==> config.mk <==
export PLATFORM = sky130hd
export DESIGN_NAME = tff_counter_bank_flat
export DESIGN_NICKNAME = d
export VERILOG_FILES = /design/src/rtl/tff_counter_bank_if.sv /design/src/rtl/tff_counter_bank.sv /design/src/flat_wrapper.sv
export SDC_FILE = /design/constraint.sdc
export NUM_CORES = 1
export LEC_CHECK = 0
export CAP_MARGIN = 20
export CORE_MARGIN = 3
export CORE_UTILIZATION = 35
export CTS_BUF_LIST = sky130_fd_sc_hd__clkbuf_8
export DETAILED_ROUTE_END_ITERATION = 16
export PLACE_DENSITY_LB_ADDON = 0.25
export REMOVE_ABC_BUFFERS = 1
export SYNTH_ARGS = -nofsm -noshare
export SYNTH_HDL_FRONTEND = slang
export SYNTH_SLANG_ARGS = --single-unit
==> constraint.sdc <==
create_clock -name clk -period 4.9 [get_ports clk]
set_input_delay 1.225 -clock clk [delete_from_list [all_inputs] [get_ports clk]]
set_output_delay 1.225 -clock clk [all_outputs]
set_load 0.02 [all_outputs]
==> src/rtl/tff_counter_bank_if.sv <==
// Control/status bundle for tff_counter_bank: mode and load controls in,
// register state and status flags out.
interface tff_counter_bank_if #(
    parameter int WIDTH = 8
);
    logic             en;
    logic [1:0]       mode;
    logic [WIDTH-1:0] t;
    logic             load;
    logic [WIDTH-1:0] load_val;
    logic [WIDTH-1:0] q;
    logic             tc;
    logic             wrap;

    modport master (
        output en, mode, t, load, load_val,
        input  q, tc, wrap
    );

    modport slave (
        input  en, mode, t, load, load_val,
        output q, tc, wrap
    );
endinterface

==> src/rtl/tff_counter_bank.sv <==
// WIDTH-bit register of toggle cells acting either as a per-bit toggle bank
// or as a modulo-MOD up/down counter with optional saturation.
module tff_counter_bank #(
    parameter int WIDTH    = 8,
    parameter int MOD      = 256,
    parameter int SATURATE = 0
) (
    input  logic                clk,
    input  logic                rst_sync,
    tff_counter_bank_if.slave   bus
);
    typedef enum logic [1:0] {
        MODE_TOGGLE = 2'b00,
        MODE_UP     = 2'b01,
        MODE_DOWN   = 2'b10,
        MODE_HOLD   = 2'b11
    } mode_e;

    localparam logic [WIDTH:0]   MAX_C = (WIDTH+1)'(MOD - 1);
    localparam logic [WIDTH-1:0] MAX_Q = MAX_C[WIDTH-1:0];

    logic [WIDTH-1:0] q_r;
    logic             wrap_r;
    logic [WIDTH-1:0] next_s;
    logic             wrap_next_s;
    logic [WIDTH-1:0] tog_s;
    logic [WIDTH:0]   q_ext_s;
    logic [WIDTH:0]   inc_s;
    logic [WIDTH:0]   dec_s;
    logic [WIDTH:0]   ld_ext_s;
    logic             tc_s;
    mode_e            mode_s;

    assign mode_s   = mode_e'(bus.mode);
    assign q_ext_s  = {1'b0, q_r};
    assign ld_ext_s = {1'b0, bus.load_val};
    // One extra bit keeps the carry out of q+1 and the borrow out of q-1 visible.
    assign inc_s    = q_ext_s + (WIDTH+1)'(1);
    assign dec_s    = q_ext_s - (WIDTH+1)'(1);

    // Next-state selection: load beats the mode operation, en gates the mode.
    always_comb begin
        next_s      = q_r;
        wrap_next_s = 1'b0;
        if (bus.load) begin
            if ((mode_s == MODE_UP) || (mode_s == MODE_DOWN)) begin
                next_s = (ld_ext_s > MAX_C) ? MAX_Q : bus.load_val;
            end else begin
                next_s = bus.load_val;
            end
        end else if (bus.en) begin
            case (mode_s)
                MODE_TOGGLE: begin
                    next_s = q_r ^ bus.t;
                end
                MODE_UP: begin
                    if (inc_s > MAX_C) begin
                        if (SATURATE != 0) begin
                            next_s = MAX_Q;
                        end else begin
                            next_s      = {WIDTH{1'b0}};
                            wrap_next_s = 1'b1;
                        end
                    end else begin
                        next_s = inc_s[WIDTH-1:0];
                    end
                end
                MODE_DOWN: begin
                    // Borrow out of the extended subtract means q was zero.
                    if (dec_s[WIDTH]) begin
                        if (SATURATE != 0) begin
                            next_s = {WIDTH{1'b0}};
                        end else begin
                            next_s      = MAX_Q;
                            wrap_next_s = 1'b1;
                        end
                    end else if (q_ext_s > MAX_C) begin
                        next_s = MAX_Q;
                    end else begin
                        next_s = dec_s[WIDTH-1:0];
                    end
                end
                MODE_HOLD: begin
                    next_s = q_r;
                end
                default: begin
                    next_s = q_r;
                end
            endcase
        end else begin
            next_s = q_r;
        end
    end

    // Each cell toggles exactly where the next value differs from the current one.
    assign tog_s = q_r ^ next_s;

    // Toggle-cell register and wrap pulse, synchronous reset has top priority.
    always_ff @(posedge clk) begin
        if (rst_sync) begin
            q_r    <= {WIDTH{1'b0}};
            wrap_r <= 1'b0;
        end else begin
            q_r    <= q_r ^ tog_s;
            wrap_r <= wrap_next_s;
        end
    end

    // Terminal count looks at the current mode, not at en.
    always_comb begin
        tc_s = 1'b0;
        case (mode_s)
            MODE_UP:   tc_s = (q_ext_s == MAX_C);
            MODE_DOWN: tc_s = (q_r == {WIDTH{1'b0}});
            default:   tc_s = 1'b0;
        endcase
    end

    assign bus.q    = q_r;
    assign bus.wrap = wrap_r;
    assign bus.tc   = tc_s;
endmodule
==> src/flat_wrapper.sv <==
// flat-port wrapper written by rule: the top's interface ports become plain ports
module tff_counter_bank_flat 
#(
    parameter int WIDTH    = 8,
    parameter int MOD      = 256,
    parameter int SATURATE = 0
)
  (clk, rst_sync, bus_en, bus_mode, bus_t, bus_load, bus_load_val, bus_q, bus_tc, bus_wrap);
  tff_counter_bank_if #(.WIDTH(WIDTH)) bus_i ();
  input  logic clk;
  input  logic rst_sync;
  input wire logic [$bits(bus_i.en)-1:0] bus_en;
  input wire logic [$bits(bus_i.mode)-1:0] bus_mode;
  input wire logic [$bits(bus_i.t)-1:0] bus_t;
  input wire logic [$bits(bus_i.load)-1:0] bus_load;
  input wire logic [$bits(bus_i.load_val)-1:0] bus_load_val;
  output wire logic [$bits(bus_i.q)-1:0] bus_q;
  output wire logic [$bits(bus_i.tc)-1:0] bus_tc;
  output wire logic [$bits(bus_i.wrap)-1:0] bus_wrap;
  assign bus_i.en = bus_en;
  assign bus_i.mode = bus_mode;
  assign bus_i.t = bus_t;
  assign bus_i.load = bus_load;
  assign bus_i.load_val = bus_load_val;
  assign bus_q = bus_i.q;
  assign bus_tc = bus_i.tc;
  assign bus_wrap = bus_i.wrap;
  tff_counter_bank #(.WIDTH(WIDTH), .MOD(MOD), .SATURATE(SATURATE)) u_core (.clk(clk), .rst_sync(rst_sync), .bus(bus_i));
endmodule
==> results of run 1 <==
per-layer routing:
layer | wire length (µm) | vias to the layer above | track usage, %
met2 | 1790 | 48 | 32.4
met1 | 1650 | 646 | 22.6
met5 | 0 | - | 0
met3 | 248 | 4 | 4.39
li1 | - | 659 | -
met4 | 23 | 0 | 4.75
final cells by class:
type / instances / area share (%)
Clock buffer: 3 / 2.72
Clock inverter: 1 / 0.247
Inverter: 9 / 2.22
Multi-Input combinational cell: 132 / 58.9
Sequential cell: 9 / 11.9
Tap cell: 44 / 3.62
Timing Repair Buffer: 31 / 20.4
critical path: cells and delay by family:
kind            cells  cell delay (ns)
buf+inv             3             1.16
fa+ha+maj           1             0.27
compound gates      1             0.07
simple gates        3             0.61
cell usage in the layout, fill, tap and decap left out, drive strengths merged, types with 3 or more instances in the layout:
cell type	netlist	final
a211oi	6	6
o21ai	11	11
clkdlybuf4s50	0	31
nand2	11	11
nand3	5	5
a21oi	21	21
a311oi	8	8
inv	9	10
clkbuf	9	3
xnor2	4	4
nor3	5	5
nand2b	10	10
dfxtp	9	9
nor2	9	9
ha	8	8
power by group:
group          internal, mW  total, mW  switching [mW]
combinational        0.0579      0.117          0.0587
clock                0.0553     0.0935          0.0382
sequential           0.0788     0.0994          0.0207
total                 0.192      0.309           0.117
cells by family (layout without fill, tap and decap cells):
kind of cell	after synthesis	after routing	share of synthesized area [%]
AO/OA/AOI/OAI	65	65	37.7
AND/OR/NAND/NOR	53	53	25.0
buffers and inverters	24	44	8.99
flip-flops	9	9	15.2
adder cells (fa/ha/maj)	8	8	8.47
XOR/XNOR	5	5	3.70
multiplexers	1	1	0.952
registers in the layout, indices dropped and copies added (netlist names):
signal	cells
u_core.bus.wrap	1
u_core.bus.q	8
per-stage QoR:
step	instance area, µm²	worst slack (ns)
5_1_grt	1520	0.0843
6_report	1520	0.345
2_1_floorplan	1110	1.36
3_3_place_gp	1480	0.391
4_1_cts	1520	0.340
3_5_place_dp	1480	0.353
final timing paths:
kind              startpoint              end
min          u_core.bus.q[4]  u_core.bus.q[4]
min reg2reg  u_core.bus.q[4]  u_core.bus.q[4]
max              bus_mode[0]           bus_tc
max reg2reg  u_core.bus.q[0]  u_core.bus.wrap
==> reports/metrics.cfg, run 1 <==
[die]
io_pins=32
core_mm2=0.00313
die_h_um=64.1
initial_core_util_pct=37.8
die_area_mm2=0.00411
die_w_um=64.1
rows=20

[clock_tree]
cts-resized-gates=0
clk_pin_slew_worst_paths_ns=0.05
cts_setup_buffers=0
cts_root_buf=clkbuf_8
cts_buffers=3
cts_buffer_depth=2
cts_sinks=9
cts_tree=done
htree_levels=1
clk_latency_ns=0.24
ctsHoldBuffers=0

[synth]
synthArstFlopShare_pct=0
yosysMostFrequentCell=a21oi_1
synthFlopType=dfxtp_1
synth-warning-count=0
synth-edff-count=0
seq_area_frac_synth_pct=15.2
synth_cell_type_count=44
yosysTopAreaCell=dfxtp_1
yosys.area.top_type_share_pct=15.2
synth_seq_cells=9
synth_common_cells=21 x a21oi_1, 11 x nand2_1, 11 x o21ai_0
syn_inst=165
avgSynthCellArea_um2=7.17
ys_top_cells_by_area=dfxtp_1 15%, a21oi_1 8.9%, ha_1 8.5%, a311oi_1 5.9%, nand2b_1 5.3%
syn_area_mm2=0.00118

[power]
power_density_mw_per_mm2=204
ir_worst_vdd_mv=0.0968
leakage_nw=0.540
power.total_mw=0.309

[setup_path]
r2r_setup_slack_ns=2.48
worstSetupPathType=primary input to primary output
cp_slowest_stage_delay_ns=0.61
crit_chain=clkdlybuf4s50_1 > inv_1 > ha_1 > nor3b_1 > and2_1 > a22oi_1 > nor2_1 > clkdlybuf4s50_1
crit_top_cell=clkdlybuf4s50_1
crit_arrival_ns=3.33
start_kind=primary input
r2r.worst_path.cells=7
required_ns=3.67
cp_slowest_cell=clkdlybuf4s50_1
endpoint_kind=primary output
worstPathMaxFanout=7

[route]
vias_per_cell=5.93
drtIter0Drc=62
antenna_left=0
vias=1357
drtPass1Iterations=4
routed_wl_mm=3.71
drc=0
wl_per_cell_um=16.2

[global_routing]
grt_max_degree=21
first_global_vias=1333
gr-total-overflow=0
grt_pass1_wl_mm=6.13
grt_usage_pct=18.5
antenna_found_initial=0

[cells_and_area]
stdcell_count=229
nets=216
fillers=334
drive_above_1_share_pct=5.41
regArea_um2=180
syn_to_final_growth_pct=28.6
finish.utilization_pct=48.6
multi_input_area_um2=896
diodes=0

[outcome]
status=completed

[timing]
tightestPinTransition_ns=0.766
max_freq_mhz=220
fin_crit_sh_pct=93.0
slew_headroom_pct=48.8
timing.final.crit_period_ns=4.55
rsz0062_at_grt=false
finalSetupViolCount=0
hold_slack_ns=0.765
tns_ns=0
final-hold-violation-count=0
slew_violations=0
clock_skew_ns=0.00357

[worst_hold_path]
worstHoldPathCells=2
hold_path.class=flop to flop

[placement]
dpl.cell_count=225
gp_congestion=0.930
io_buffers=31
dp_hpwl_mm=2.66

[run]
cap_violations=0

Note: power is estimated with default switching activity, not from simulation.
==> inputs of run 2 (changes only) <==
--- a/config.mk
+++ b/config.mk
@@ -9,6 +9,7 @@
 export CORE_MARGIN = 3
 export CORE_UTILIZATION = 35
 export CTS_BUF_LIST = sky130_fd_sc_hd__clkbuf_8
+export CTS_CLUSTER_DIAMETER = 100
 export DETAILED_ROUTE_END_ITERATION = 16
 export PLACE_DENSITY_LB_ADDON = 0.25
 export REMOVE_ABC_BUFFERS = 1
==> results of run 2 <==
The final DEF is identical to that of run 1; final timing and power are the same.
